===== config.mk =====
export PLATFORM = sky130hd
export DESIGN_NAME = id_ex_stage_flat
export DESIGN_NICKNAME = d
export VERILOG_FILES = /design/src/rtl/id_ex_stage_if.sv /design/src/rtl/id_ex_stage.sv /design/src/flat_wrapper.sv
export SDC_FILE = /design/constraint.sdc
export NUM_CORES = 1
export LEC_CHECK = 0
export ABC_CLOCK_PERIOD_IN_PS = 3750
export BUFFER_PORTS_ARGS = -buffer_cell sky130_fd_sc_hd__buf_2
export CORE_MARGIN = 2
export CORE_UTILIZATION = 45
export CTS_CLUSTER_DIAMETER = 30
export DETAILED_ROUTE_END_ITERATION = 12
export GPL_ROUTABILITY_DRIVEN = 0
export PLACE_DENSITY = 0.74
export SLEW_MARGIN = 0
export SYNTH_ARGS = -nofsm -noshare
export SYNTH_HDL_FRONTEND = slang
export SYNTH_SLANG_ARGS = --single-unit

===== constraint.sdc =====
create_clock -name clk -period 3.75 [get_ports clk]
set_input_delay 0.5625 -clock clk [delete_from_list [all_inputs] [get_ports clk]]
set_output_delay 0.5625 -clock clk [all_outputs]
set_load 0.02 [all_outputs]

===== src/rtl/id_ex_stage_if.sv =====
// Bundle of decode-side, forwarding and execute-side signals around the
// ID/EX register. Decode/forwarding/execute logic uses the master view and
// the stage itself uses the slave view.
interface id_ex_stage_if #(
   parameter int DATA_W     = 16,
   parameter int REG_ADDR_W = 3,
   parameter int CTRL_W     = 3,
   parameter int CNT_W      = 16
);
   // decode side
   logic                  flush;
   logic                  in_valid;
   logic                  in_ready;
   logic [REG_ADDR_W-1:0] in_rs_addr;
   logic [REG_ADDR_W-1:0] in_rt_addr;
   logic [DATA_W-1:0]     in_rs_data;
   logic [DATA_W-1:0]     in_rt_data;
   logic [DATA_W-1:0]     in_imm;
   logic                  in_alu_src;
   logic [CTRL_W-1:0]     in_alu_control;
   logic [REG_ADDR_W-1:0] in_rd_addr;
   logic                  in_reg_write;
   // forwarding network
   logic                  fwd_ex_valid;
   logic [REG_ADDR_W-1:0] fwd_ex_addr;
   logic [DATA_W-1:0]     fwd_ex_data;
   logic                  fwd_mem_valid;
   logic [REG_ADDR_W-1:0] fwd_mem_addr;
   logic [DATA_W-1:0]     fwd_mem_data;
   // execute side
   logic                  out_valid;
   logic                  out_ready;
   logic [DATA_W-1:0]     srcA;
   logic [DATA_W-1:0]     srcB;
   logic [CTRL_W-1:0]     aluControl;
   logic [REG_ADDR_W-1:0] out_rd_addr;
   logic                  out_reg_write;
   logic [CNT_W-1:0]      stall_cnt;

   modport master (
      output flush, in_valid, in_rs_addr, in_rt_addr, in_rs_data, in_rt_data,
             in_imm, in_alu_src, in_alu_control, in_rd_addr, in_reg_write,
             fwd_ex_valid, fwd_ex_addr, fwd_ex_data,
             fwd_mem_valid, fwd_mem_addr, fwd_mem_data, out_ready,
      input  in_ready, out_valid, srcA, srcB, aluControl, out_rd_addr,
             out_reg_write, stall_cnt
   );

   modport slave (
      input  flush, in_valid, in_rs_addr, in_rt_addr, in_rs_data, in_rt_data,
             in_imm, in_alu_src, in_alu_control, in_rd_addr, in_reg_write,
             fwd_ex_valid, fwd_ex_addr, fwd_ex_data,
             fwd_mem_valid, fwd_mem_addr, fwd_mem_data, out_ready,
      output in_ready, out_valid, srcA, srcB, aluControl, out_rd_addr,
             out_reg_write, stall_cnt
   );
endinterface


===== src/rtl/id_ex_stage.sv =====
// ID/EX pipeline register feeding the 16-bit ALU. Operands are resolved
// through EX-then-MEM forwarding at capture, and re-resolved while the entry
// is held so a stalled instruction picks up results that arrive late.
module id_ex_stage #(
   parameter int DATA_W     = 16,
   parameter int REG_ADDR_W = 3,
   parameter int CTRL_W     = 3,
   parameter int CNT_W      = 16
) (
   input logic          clk,
   input logic          rst_n,
   id_ex_stage_if.slave bus
);

   // Forwarding priority: EX/MEM result first, then MEM/WB, else the default.
   function automatic logic signed [DATA_W-1:0] fwdSelect(
      input logic [REG_ADDR_W-1:0]    addr,
      input logic signed [DATA_W-1:0] dflt,
      input logic                     exValid,
      input logic [REG_ADDR_W-1:0]    exAddr,
      input logic signed [DATA_W-1:0] exData,
      input logic                     memValid,
      input logic [REG_ADDR_W-1:0]    memAddr,
      input logic signed [DATA_W-1:0] memData
   );
      if (exValid && exAddr == addr)
         return exData;
      else if (memValid && memAddr == addr)
         return memData;
      else
         return dflt;
   endfunction

   // Saturating increment: holds at all-ones instead of wrapping.
   function automatic logic [CNT_W-1:0] satInc(input logic [CNT_W-1:0] cnt);
      return (&cnt) ? cnt : cnt + 1'b1;
   endfunction

   logic                     vld_p0;
   logic                     regWrite_p0;
   logic [CNT_W-1:0]         stallCnt_p0;
   logic [REG_ADDR_W-1:0]    rsAddr_p0;
   logic [REG_ADDR_W-1:0]    rtAddr_p0;
   logic                     aluSrc_p0;
   logic signed [DATA_W-1:0] srcA_p0;
   logic signed [DATA_W-1:0] srcB_p0;
   logic [CTRL_W-1:0]        aluCtrl_p0;
   logic [REG_ADDR_W-1:0]    rdAddr_p0;

   logic                     inReady;
   logic                     accept;
   logic                     consume;
   logic                     holding;
   logic signed [DATA_W-1:0] rsCapture;
   logic signed [DATA_W-1:0] rtCapture;
   logic signed [DATA_W-1:0] rsRefresh;
   logic signed [DATA_W-1:0] rtRefresh;

   assign inReady = !vld_p0 || bus.out_ready;
   assign accept  = bus.in_valid && inReady && !bus.flush;
   assign consume = vld_p0 && bus.out_ready;
   assign holding = vld_p0 && !bus.out_ready;

   // Register 0 always reads as zero at capture; otherwise forward or use RF.
   assign rsCapture = (bus.in_rs_addr == '0) ? '0 :
      fwdSelect(bus.in_rs_addr, bus.in_rs_data,
                bus.fwd_ex_valid, bus.fwd_ex_addr, bus.fwd_ex_data,
                bus.fwd_mem_valid, bus.fwd_mem_addr, bus.fwd_mem_data);
   assign rtCapture = (bus.in_rt_addr == '0) ? '0 :
      fwdSelect(bus.in_rt_addr, bus.in_rt_data,
                bus.fwd_ex_valid, bus.fwd_ex_addr, bus.fwd_ex_data,
                bus.fwd_mem_valid, bus.fwd_mem_addr, bus.fwd_mem_data);

   // Held operands only change on a forwarding hit; register 0 never does.
   assign rsRefresh = (rsAddr_p0 == '0) ? srcA_p0 :
      fwdSelect(rsAddr_p0, srcA_p0,
                bus.fwd_ex_valid, bus.fwd_ex_addr, bus.fwd_ex_data,
                bus.fwd_mem_valid, bus.fwd_mem_addr, bus.fwd_mem_data);
   assign rtRefresh = (aluSrc_p0 || rtAddr_p0 == '0) ? srcB_p0 :
      fwdSelect(rtAddr_p0, srcB_p0,
                bus.fwd_ex_valid, bus.fwd_ex_addr, bus.fwd_ex_data,
                bus.fwd_mem_valid, bus.fwd_mem_addr, bus.fwd_mem_data);

   // ---- ID -> EX boundary ----

   // Control state: entry validity, write enable and the stall counter.
   always_ff @(posedge clk or negedge rst_n) begin
      if (!rst_n) begin
         vld_p0      <= 1'b0;
         regWrite_p0 <= 1'b0;
         stallCnt_p0 <= '0;
      end else begin
         if (holding)
            stallCnt_p0 <= satInc(stallCnt_p0);
         if (bus.flush) begin
            vld_p0      <= 1'b0;
            regWrite_p0 <= 1'b0;
         end else if (accept) begin
            vld_p0      <= 1'b1;
            regWrite_p0 <= bus.in_reg_write;
         end else if (consume) begin
            vld_p0      <= 1'b0;
            regWrite_p0 <= 1'b0;
         end
      end
   end

   // Payload: capture on accept, re-resolve operands while stalled.
   always_ff @(posedge clk or negedge rst_n) begin
      if (!rst_n) begin
         rsAddr_p0  <= '0;
         rtAddr_p0  <= '0;
         aluSrc_p0  <= 1'b0;
         srcA_p0    <= '0;
         srcB_p0    <= '0;
         aluCtrl_p0 <= '0;
         rdAddr_p0  <= '0;
      end else if (!bus.flush) begin
         if (accept) begin
            rsAddr_p0  <= bus.in_rs_addr;
            rtAddr_p0  <= bus.in_rt_addr;
            aluSrc_p0  <= bus.in_alu_src;
            srcA_p0    <= rsCapture;
            srcB_p0    <= bus.in_alu_src ? bus.in_imm : rtCapture;
            aluCtrl_p0 <= bus.in_alu_control;
            rdAddr_p0  <= bus.in_rd_addr;
         end else if (holding) begin
            srcA_p0 <= rsRefresh;
            srcB_p0 <= rtRefresh;
         end
      end
   end

   assign bus.in_ready      = inReady;
   assign bus.out_valid     = vld_p0;
   assign bus.srcA          = srcA_p0;
   assign bus.srcB          = srcB_p0;
   assign bus.aluControl    = aluCtrl_p0;
   assign bus.out_rd_addr   = rdAddr_p0;
   assign bus.out_reg_write = vld_p0 && regWrite_p0;
   assign bus.stall_cnt     = stallCnt_p0;

endmodule


===== src/flat_wrapper.sv =====
// flat-port wrapper written by rule: the top's interface ports become plain ports
module id_ex_stage_flat 
#(
   parameter int DATA_W     = 16,
   parameter int REG_ADDR_W = 3,
   parameter int CTRL_W     = 3,
   parameter int CNT_W      = 16
)
  (clk, rst_n, bus_flush, bus_in_valid, bus_in_rs_addr, bus_in_rt_addr, bus_in_rs_data, bus_in_rt_data, bus_in_imm, bus_in_alu_src, bus_in_alu_control, bus_in_rd_addr, bus_in_reg_write, bus_fwd_ex_valid, bus_fwd_ex_addr, bus_fwd_ex_data, bus_fwd_mem_valid, bus_fwd_mem_addr, bus_fwd_mem_data, bus_out_ready, bus_in_ready, bus_out_valid, bus_srcA, bus_srcB, bus_aluControl, bus_out_rd_addr, bus_out_reg_write, bus_stall_cnt);
  id_ex_stage_if #(.DATA_W(DATA_W), .REG_ADDR_W(REG_ADDR_W), .CTRL_W(CTRL_W), .CNT_W(CNT_W)) bus_i ();
  input logic clk;
  input logic rst_n;
  input wire logic [$bits(bus_i.flush)-1:0] bus_flush;
  input wire logic [$bits(bus_i.in_valid)-1:0] bus_in_valid;
  input wire logic [$bits(bus_i.in_rs_addr)-1:0] bus_in_rs_addr;
  input wire logic [$bits(bus_i.in_rt_addr)-1:0] bus_in_rt_addr;
  input wire logic [$bits(bus_i.in_rs_data)-1:0] bus_in_rs_data;
  input wire logic [$bits(bus_i.in_rt_data)-1:0] bus_in_rt_data;
  input wire logic [$bits(bus_i.in_imm)-1:0] bus_in_imm;
  input wire logic [$bits(bus_i.in_alu_src)-1:0] bus_in_alu_src;
  input wire logic [$bits(bus_i.in_alu_control)-1:0] bus_in_alu_control;
  input wire logic [$bits(bus_i.in_rd_addr)-1:0] bus_in_rd_addr;
  input wire logic [$bits(bus_i.in_reg_write)-1:0] bus_in_reg_write;
  input wire logic [$bits(bus_i.fwd_ex_valid)-1:0] bus_fwd_ex_valid;
  input wire logic [$bits(bus_i.fwd_ex_addr)-1:0] bus_fwd_ex_addr;
  input wire logic [$bits(bus_i.fwd_ex_data)-1:0] bus_fwd_ex_data;
  input wire logic [$bits(bus_i.fwd_mem_valid)-1:0] bus_fwd_mem_valid;
  input wire logic [$bits(bus_i.fwd_mem_addr)-1:0] bus_fwd_mem_addr;
  input wire logic [$bits(bus_i.fwd_mem_data)-1:0] bus_fwd_mem_data;
  input wire logic [$bits(bus_i.out_ready)-1:0] bus_out_ready;
  output wire logic [$bits(bus_i.in_ready)-1:0] bus_in_ready;
  output wire logic [$bits(bus_i.out_valid)-1:0] bus_out_valid;
  output wire logic [$bits(bus_i.srcA)-1:0] bus_srcA;
  output wire logic [$bits(bus_i.srcB)-1:0] bus_srcB;
  output wire logic [$bits(bus_i.aluControl)-1:0] bus_aluControl;
  output wire logic [$bits(bus_i.out_rd_addr)-1:0] bus_out_rd_addr;
  output wire logic [$bits(bus_i.out_reg_write)-1:0] bus_out_reg_write;
  output wire logic [$bits(bus_i.stall_cnt)-1:0] bus_stall_cnt;
  assign bus_i.flush = bus_flush;
  assign bus_i.in_valid = bus_in_valid;
  assign bus_i.in_rs_addr = bus_in_rs_addr;
  assign bus_i.in_rt_addr = bus_in_rt_addr;
  assign bus_i.in_rs_data = bus_in_rs_data;
  assign bus_i.in_rt_data = bus_in_rt_data;
  assign bus_i.in_imm = bus_in_imm;
  assign bus_i.in_alu_src = bus_in_alu_src;
  assign bus_i.in_alu_control = bus_in_alu_control;
  assign bus_i.in_rd_addr = bus_in_rd_addr;
  assign bus_i.in_reg_write = bus_in_reg_write;
  assign bus_i.fwd_ex_valid = bus_fwd_ex_valid;
  assign bus_i.fwd_ex_addr = bus_fwd_ex_addr;
  assign bus_i.fwd_ex_data = bus_fwd_ex_data;
  assign bus_i.fwd_mem_valid = bus_fwd_mem_valid;
  assign bus_i.fwd_mem_addr = bus_fwd_mem_addr;
  assign bus_i.fwd_mem_data = bus_fwd_mem_data;
  assign bus_i.out_ready = bus_out_ready;
  assign bus_in_ready = bus_i.in_ready;
  assign bus_out_valid = bus_i.out_valid;
  assign bus_srcA = bus_i.srcA;
  assign bus_srcB = bus_i.srcB;
  assign bus_aluControl = bus_i.aluControl;
  assign bus_out_rd_addr = bus_i.out_rd_addr;
  assign bus_out_reg_write = bus_i.out_reg_write;
  assign bus_stall_cnt = bus_i.stall_cnt;
  id_ex_stage #(.DATA_W(DATA_W), .REG_ADDR_W(REG_ADDR_W), .CTRL_W(CTRL_W), .CNT_W(CNT_W)) u_core (.clk(clk), .rst_n(rst_n), .bus(bus_i));
endmodule

==> summary.txt, run 1 <==
Outcome
  – Outcome: finished clean

Synthesis
  – Synth Net Count: 602
  – FFs w/ async S/R, synth: 100.0%
  – Synth Area in Simple Gates: 20.09%
  – Most common flop cell mapped by yosys: dfrtp_1
  – Yosys top cell by area: dfrtp_1
  – Ys Warns: 0
  – Post-synth cell types: 50
  – Synthesized area: 0.004478 sq mm
  – Top cells by area, synth: dfrtp_1 35%, mux2i_1 7.4%, nand2_1 5.5%, xnor2_1 5.1%, o21ai_0 3.9%
  – Sequential share of the synthesized area: 35.21%
  – Compound-Gate Fraction of Synth Area: 20.96%
  – Most common library cells after synthesis: 66 x nand2_1, 63 x dfrtp_1, 35 x o21ai_0
  – Mux contribution to synthesized area: 11.90%
  – Cells after synthesis: 494
  – Number of enable flip-flop cells after synthesis: 0
  – Synth Area in Adders: 0.2794%
  – Most frequent cell after synthesis: nand2_1
  – Syn_area_per_cell: 9.065 sq um
  – Largest family of logic cells by synthesized area: compound AO/OA/AOI/OAI gates
  – Yosys reg bits: 63
  – XOR/XNOR share of the synthesized area: 7.572%
  – Top-area cell type share of the netlist area: 35.21%

Critical path
  – Req. time, crit path: 4.03 ns
  – Worst setup SP type: input pin
  – Worst EP arrival: 2.97 ns
  – CP endpoint: u_core.bus.srcB[0]
  – Reg2reg end: u_core.bus.srcB[14]
  – Worst R2R Setup Slack: 1.17 ns
  – R2r worst-path depth: 6
  – Reg2reg start: u_core.bus.out_valid
  – Worst setup EP type: flip-flop
  – CP Launch Point: bus_fwd_mem_addr[1]
  – Worst Path Max Fanout: 17
  – Critical path type: input pin to flip-flop

Flow run
  – Max cap viols: 0

Clock tree
  – Post-CTS sizing: 0
  – CTS root buf: clkbuf_8
  – Buffer levels on the longest clock path: 2
  – Clk_lat worst skew: 0.35 ns
  – CTS tree: done
  – H-tree levels: 3
  – Clock slew at reported path FFs: 0.08 ns
  – Post CTS Setup Buffer Count: 0
  – CTS buffer count: 9
  – Hold buffer count at CTS: 0
  – Clock Sinks: 63

Route
  – Vias/cell: 5.928
  – Initial DRC count: 627
  – Routed WL: 14480 um
  – # DRC: 0
  – Drt wl/cell: 18.66 um
  – Routed Antenna Nets: 0
  – Via count: 4600
  – DR pass1 iterations: 6

GRT
  – Initial antenna violation count: 1
  – First-pass GRT wire length: 23740 um
  – Largest net degree at the start of global routing: 49
  – Vias in the first global route: 4701
  – Total track usage: 27.15%
  – GRT Residual Overflow: 0

Finish
  – Register area: 0.001577 sq mm
  – Non-Filler Instances: 776
  – NumNets Final: 746
  – Post-route cell area: 0.005559 sq mm
  – Antenna cells: 0
  – Multi-input gate area: 0.002724 sq mm
  – Fillers: 880
  – Final core utilization: 57.14%
  – Area Overhead vs Synth: 24.14%
  – Share of cells above drive strength 1: 35.77%

Floorplanning
  – Starting Density: 46.03%
  – Die X-Extent: 103.8 um
  – Core area: 0.009729 sq mm
  – Die Height: 103.8 um
  – Ports: 164
  – Std cell rows: 36
  – Die Area: 0.01077 sq mm

Power and ir drop
  – Tot Pwr: 2.350 mW
  – LEAKAGE: 2.621 nW
  – VDD IR max: 326.7 uV
  – Pwr/cell area: 422.8 mW/mm^2

Timing
  – Slew @ Worst Pin: 1.149 ns
  – Slew headroom: 23.15%
  – Setup-failing EPs final: 0
  – Tmin final: 2.691 ns
  – Fin. Hold Viols: 0
  – Post-route setup TNS: 0 ns
  – Fmax: 371.7 MHz
  – Final worst-path cycle share: 71.75%
  – Clock Skew: 0.01197 ns
  – Max Slew Vio Count: 0
  – RSZ-0062 raised after global routing: no

Placement
  – Port Buf Inserts: 163
  – Post-DP Area: 0.005361 sq mm
  – Cell total after placement: 760
  – Detailed placement HPWL: 10930 um

Min path
  – Hold crit path type: input pin to async pin
[worst min-delay path by stage]
stage                                   start                         to  slack, ns  cells after the start
finish                                  rst_n    u_core.bus.stall_cnt[2]       0.39                      1
global route                bus_in_rd_addr[0]  u_core.bus.out_rd_addr[0]       0.40                      3
CTS                     bus_in_alu_control[1]   u_core.bus.aluControl[1]       0.39                      3
detailed placement   u_core.bus.aluControl[1]   u_core.bus.aluControl[1]       0.46                      2
global placement    u_core.bus.out_rd_addr[1]  u_core.bus.out_rd_addr[1]       0.46                      2
floorplan                               rst_n           u_core.aluSrc_p0       0.27                      0
[metrics by stage]
stage	hold WS (ns)	worst slack, ns
2_1_floorplan	0.2669	1.501
3_3_place_gp	0.4555	0.8412
3_5_place_dp	0.4618	0.7100
4_1_cts	0.3879	1.069
5_1_grt	0.4009	0.8234
6_report	0.3905	1.059
[worst max-delay path, cell delays in order]
cell	delay [ns]
buf_2	0.15
xor2_1	0.90
or4b_1	0.74
a211oi_1	0.16
o221a_2	0.28
a21oi_1	0.16
[state kept, by name, indices dropped and copies added (netlist names)]
signal and count:
u_core.bus.srcA 16, u_core.bus.srcB 16, u_core.bus.stall_cnt 16, u_core.bus.aluControl 3, u_core.bus.out_rd_addr 3, u_core.rsAddr_p0 3, u_core.rtAddr_p0 3, u_core.aluSrc_p0 1
u_core.bus.out_valid 1, u_core.regWrite_p0 1
[power breakdown]
group / total [mW] / switching, mW / internal, mW
logic: 0.833 / 0.497 / 0.336
clock network: 0.605 / 0.284 / 0.321
registers: 0.912 / 0.102 / 0.810
[kinds of logic after synthesis]
family          Yosys count
compound gates          125
xor+xnor                 37
fa+ha+maj                 1
buf+inv                  42
flops                    63
mux                      51
simple gates            175
[layout make-up]
type,instances,area share [%]
clock buffer,10,2.476
clock inverter,6,1.080
inverter,3,0.2026
multi-input combinational,389,49.00
sequential,63,28.36
tap,133,2.993
timing repair buffer,172,15.89
[layout by cell type, fill, tap and decap left out, types with 12 or more instances in the layout]
cell type / Yosys / routed
a21oi_1: 17 / 17
a221oi_1: 16 / 16
buf_2: 8 / 163
dfrtp_1: 63 / 63
mux2_2: 12 / 12
mux2i_1: 33 / 33
nand2_1: 66 / 66
nand3_1: 22 / 22
nor2_1: 12 / 12
nor2b_1: 17 / 17
nor3_1: 19 / 19
nor4_1: 16 / 16
o21ai_0: 35 / 35
o22ai_1: 16 / 16
xnor2_1: 26 / 26
[routing by layer]
metal | vias up | wire [um] | GRT usage [%]
met1 | 2157 | 5998 | 34.90
met2 | 242 | 6524 | 42.10
li1 | 2139 | - | -
met3 | 60 | 1242 | 7.111
met4 | 2 | 703 | 14.19
met5 | - | 13 | 0
(Power assumes the default switching activity.)
==> run 2: changes to the inputs <==
--- a/config.mk
+++ b/config.mk
@@ -5,14 +5,14 @@
 export SDC_FILE = /design/constraint.sdc
 export NUM_CORES = 1
 export LEC_CHECK = 0
-export ABC_CLOCK_PERIOD_IN_PS = 3750
+export ABC_CLOCK_PERIOD_IN_PS = 2250
 export BUFFER_PORTS_ARGS = -buffer_cell sky130_fd_sc_hd__buf_2
 export CORE_MARGIN = 2
 export CORE_UTILIZATION = 45
 export CTS_CLUSTER_DIAMETER = 30
 export DETAILED_ROUTE_END_ITERATION = 12
 export GPL_ROUTABILITY_DRIVEN = 0
-export PLACE_DENSITY = 0.74
+export PLACE_DENSITY = 0.77
 export SLEW_MARGIN = 0
 export SYNTH_ARGS = -nofsm -noshare
 export SYNTH_HDL_FRONTEND = slang
==> constraint.sdc (replaced) <==
create_clock -name clk -period 2.25 [get_ports clk]
set_input_delay 0.3375 -clock clk [delete_from_list [all_inputs] [get_ports clk]]
set_output_delay 0.3375 -clock clk [all_outputs]
set_load 0.02 [all_outputs]
==> summary.txt, run 2 (same netlist as run 1, synthesis figures left out) <==
Clock tree
  – Clock slew at reported path FFs: 0.09 ns
  – Clock Sinks: 63
  – Buffer levels on the longest clock path: 2
  – Post-CTS sizing: 0
  – Clk_lat worst skew: 0.35 ns
  – H-tree levels: 3
  – CTS buffer count: 9
  – CTS tree: done
  – CTS root buf: clkbuf_8

Route
  – Initial DRC count: 416
  – DR pass1 iterations: 6
  – # DRC: 0
  – Routed WL: 14630 um
  – Drt wl/cell: 18.48 um
  – Vias/cell: 6.069
  – Via count: 4807
  – Routed Antenna Nets: 0

Finish
  – Non-Filler Instances: 792
  – Final core utilization: 58.44%
  – Share of cells above drive strength 1: 36.99%
  – Register area: 0.001577 sq mm
  – NumNets Final: 760
  – Most frequent cells in the layout: 163 x buf_2, 66 x nand2_1, 63 x dfrtp_1
  – Area Overhead vs Synth: 26.96%
  – Multi-input gate area: 0.002724 sq mm
  – Commonest non-fill, non-tap cell in the layout: buf_2
  – Fillers: 878

Floorplanning
  – Starting Density: 46.03%
  – Die Area: 0.01077 sq mm
  – Die X-Extent: 103.8 um
  – Ports: 164
  – Die Height: 103.8 um
  – Std cell rows: 36
  – Core area: 0.009729 sq mm

Placement
  – Detailed placement HPWL: 11290 um
  – Port Buf Inserts: 163
  – Cell total after placement: 773

Min path
  – Hold crit path type: input pin to flip-flop
  – Origin of the worst min-delay path: bus_in_alu_control[2]
  – Hold endpoint: u_core.bus.aluControl[2]
  – WHS Path Cells: 3

GRT
  – Initial antenna violation count: 4
  – GRT Residual Overflow: 0
  – Total track usage: 26.84%
  – First-pass GRT wire length: 23590 um
  – Vias in the first global route: 4569
  – Largest net degree at the start of global routing: 61

Power and ir drop
  – LEAKAGE: 2.690 nW
  – Pwr/cell area: 684.8 mW/mm^2
  – VDD IR max: 568.2 uV
  – Tot Pwr: 3.893 mW

Timing
  – Post-route setup TNS: 0 ns
  – Hold Slack: 0.1709 ns
  – Max Slew Vio Count: 0
  – Fin. Hold Viols: 0
  – Setup-failing EPs final: 0
  – Tmin final: 2.097 ns
  – RSZ-0062 raised after global routing: no
  – Fmax: 477.0 MHz
  – Clock Skew: 0.01393 ns
  – Slew headroom: 29.23%
  – Slew @ Worst Pin: 1.058 ns
  – Final worst-path cycle share: 93.18%

Critical path
  – Worst R2R Setup Slack: 0.15 ns
  – Worst Path Max Fanout: 15
  – R2r worst-path depth: 6
  – Worst setup EP type: flip-flop
  – CP max-delay cell: o21ai_0
  – Worst EP arrival: 2.37 ns
  – Delay-heaviest family, CP: compound AO/OA/AOI/OAI gates
  – Largest stage delay on the critical path: 0.52 ns
  – Reg2reg end: u_core.bus.srcB[12]
  – Worst setup SP type: flip-flop
  – Critical path type: flip-flop to flip-flop
  – Req. time, crit path: 2.52 ns
  – Buffers & Inverters on Critical Path: 1
  – Reg2reg start: u_core.bus.out_valid
  – Worst path cell trace: and2b_2 > o21ai_0 > o41ai_2 > or2_1 > buf_4 > a21oi_1

Outcome
  – Outcome: finished clean

Flow run
  – Max cap viols: 0
## run 2: cell count changes in the layout (fill, tap and decap cells not counted), moves of 2 or more
cell | previous run | this run
buf_12 | 0 | 2
buf_4 | 9 | 20
clkinv_2 | 3 | 0
clkinv_4 | 0 | 2
diode_2 | 0 | 2
inv_6 | 0 | 3
## run 2: how the worst max path moves through the flow
stage	start	end	slack [ns]	cells past startpoint
detailed placement	bus_in_rt_addr[2]	u_core.bus.srcB[14]	0.1	7
finish	u_core.bus.out_valid	u_core.bus.srcB[12]	0.15	6
CTS	u_core.bus.out_valid	u_core.bus.srcB[12]	0.16	6
global placement	bus_in_rt_addr[2]	u_core.bus.srcB[14]	0.13	7
global route	u_core.bus.out_valid	u_core.bus.srcB[2]	0.08	6
floorplan	u_core.bus.out_valid	u_core.bus.srcB[14]	0.12	6
## run 2: stage by stage
step | cell area, sq um | setup WS [ns]
global route | 5685 | 0.07988
detailed placement | 5484 | 0.09626
finish | 5685 | 0.1535
CTS | 5680 | 0.1624
global placement | 5484 | 0.1252
floorplan | 4478 | 0.1181
## run 2: worst register-to-register path, cell delays in order, from the launching register on
cell and delay (ns):
dfrtp_1 0.42, and2b_2 0.26, o21ai_0 0.52, o41ai_2 0.20
or2_1 0.28, buf_4 0.20, a21oi_1 0.15
## run 2: per-layer routing
layer  track usage (%)  wire length (um)
met4             14.38               642
met5                 0                13
met1             34.52              5998
met3             6.734              1352
met2             41.63              6627
## run 2: timing repair
| item | in CTS | in global routing |
|---|---|---|
| buffers inserted | 0 | 0 |
| hold endpoints to repair | 20 | 0 |
| hold buffers | 1 | 0 |
## run 2: area by class of cell
type                            instances  share of cell area, %
Timing Repair Buffer                  186                  17.87
Multi-Input combinational cell        389                  47.91
Clock inverter                          7                  1.100
Antenna cell                            2                0.08803
Clock buffer                            9                  2.179
Sequential cell                        63                  27.73
Inverter                                3                 0.1981
Tap cell                              133                  2.927
## run 2: power breakdown
group | switching [mW] | internal, mW | leakage (nW)
clock network | 0.528 | 0.423 | 0.0927
registers | 0.173 | 1.35 | 0.772
logic | 0.834 | 0.586 | 1.83
==> run 3: changes to the inputs <==
--- a/config.mk
+++ b/config.mk
@@ -13,6 +13,7 @@
 export DETAILED_ROUTE_END_ITERATION = 12
 export GPL_ROUTABILITY_DRIVEN = 0
 export PLACE_DENSITY = 0.77
+export REMOVE_ABC_BUFFERS = 1
 export SLEW_MARGIN = 0
 export SYNTH_ARGS = -nofsm -noshare
 export SYNTH_HDL_FRONTEND = slang
==> summary.txt, run 3 (same netlist as run 1, synthesis figures left out) <==
Finish
  – Non-Filler Instances: 797
  – Area Overhead vs Synth: 28.19%
  – Most frequent cells in the layout: 163 x buf_2, 66 x nand2_1, 63 x dfrtp_1
  – Final core utilization: 59.00%
  – Commonest non-fill, non-tap cell in the layout: buf_2
  – Fillers: 873
  – Share of cells above drive strength 1: 37.61%
  – NumNets Final: 765

Floorplanning
  – Die X-Extent: 103.8 um
  – Ports: 164
  – Starting Density: 46.03%
  – Die Height: 103.8 um
  – Die Area: 0.01077 sq mm
  – Std cell rows: 36
  – Core area: 0.009729 sq mm

Critical path
  – WP depth: 5
  – CP max-delay cell: o21ai_2
  – Largest stage delay on the critical path: 0.74 ns
  – Buffers & Inverters on Critical Path: 0
  – R2r worst-path depth: 5
  – Worst path cell trace: xnor2_1 > nand4_2 > a21oi_1 > o21ai_2 > mux2_2
  – Worst Path Max Fanout: 16
  – Worst EP arrival: 2.27 ns
  – Worst setup SP type: flip-flop
  – Worst setup EP type: flip-flop
  – Delay-heaviest family, CP: compound AO/OA/AOI/OAI gates
  – Critical path type: flip-flop to flip-flop
  – Req. time, crit path: 2.47 ns

Timing
  – Hold Slack: -0.02035 ns
  – Fmax: 488.0 MHz
  – Slew @ Worst Pin: 1.239 ns
  – Final worst-path cycle share: 91.07%
  – Clock Skew: 0.008759 ns
  – Fin. Hold Viols: 5
  – Post-route setup TNS: 0 ns
  – Slew headroom: 17.07%
  – Post-route setup slack: 0.2010 ns
  – RSZ-0062 raised after global routing: no
  – Tmin final: 2.049 ns
  – Max Slew Vio Count: 0
  – Setup-failing EPs final: 0

Placement
  – Cell total after placement: 779
  – Detailed placement HPWL: 11200 um
  – Port Buf Inserts: 163
  – Pre-CTS setup slack: 0.002943 ns

GRT
  – GRT Residual Overflow: 0
  – Initial antenna violation count: 2
  – Total track usage: 28.62%
  – Vias in the first global route: 5047
  – First-pass GRT wire length: 24720 um
  – Largest net degree at the start of global routing: 64

Route
  – Via count: 4861
  – Met3 wire length: 1588 um
  – Initial DRC count: 451
  – DR pass1 iterations: 5
  – Metal2 WL: 7210 um
  – Vias/cell: 6.099
  – Metal-1 WL: 5937 um
  – Routed WL: 15490 um
  – Routed Antenna Nets: 0
  – # DRC: 0
  – Drt wl/cell: 19.44 um
  – Top layer in use: met4

Clock tree
  – Hold buffer count at CTS: 0
  – Clk_lat worst skew: 0.34 ns
  – Post CTS Setup Buffer Count: 0
  – H-tree levels: 3
  – CTS buffer count: 9
  – CTS tree: done
  – Clock Sinks: 63
  – Buffer levels on the longest clock path: 2
  – Clock slew at reported path FFs: 0.08 ns
  – CTS root buf: clkbuf_8
  – Post-CTS sizing: 0

Power and ir drop
  – VDD IR max: 539.2 uV
  – LEAKAGE: 2.718 nW
  – Pwr/cell area: 683.1 mW/mm^2

Flow run
  – Max cap viols: 0

Outcome
  – Violated checks: hold timing
  – Outcome: complete, but fails checks

Min path
  – Hold crit path type: input pin to async pin
## run 3: stage by stage
stage               hold WS [ns]  total power, mW  cell area [sq um]
floorplan                0.04191            2.356               4310
global placement          0.3771            2.936               5553
detailed placement        0.3830            2.989               5553
CTS                      0.01337            3.923               5736
global route             0.01078            4.123               5741
finish                  -0.02035            3.921               5741
## run 3: final cells by class
cell class | count | area (sq um) | area share (%)
Clock inverter | 6 | 45.04 | 0.7847
Tap cell | 133 | 166.4 | 2.899
Sequential cell | 63 | 1577 | 27.46
Clock buffer | 10 | 137.6 | 2.398
Antenna cell | 2 | 5.005 | 0.08718
Timing Repair Buffer | 191 | 1064 | 18.53
Multi-Input combinational cell | 389 | 2735 | 47.65
Inverter | 3 | 11.26 | 0.1962
## run 3: routing by layer
layer | vias up | track usage [%]
met5 | - | 0
met2 | 333 | 46.40
met1 | 2274 | 34.68
met4 | 0 | 16.80
met3 | 79 | 6.923
li1 | 2175 | -
## run 3: final timing paths
path                                           start                        end  slack (ns)
hold reg to reg            u_core.bus.out_rd_addr[2]  u_core.bus.out_rd_addr[2]        0.48
setup / recovery                 u_core.rsAddr_p0[2]         u_core.bus.srcA[0]        0.20
max in group asynchronous                      rst_n        u_core.rsAddr_p0[2]        1.96
hold / removal                                 rst_n        u_core.bus.srcB[13]       -0.02
setup reg to reg                 u_core.rsAddr_p0[2]         u_core.bus.srcA[0]        0.20
min in group clk               bus_in_alu_control[0]   u_core.bus.aluControl[0]        0.19
## run 3: where the power goes
group / switching (mW) / internal, mW
Clock: 0.505 / 0.433
Sequential: 0.185 / 1.35
Combinational: 0.855 / 0.595
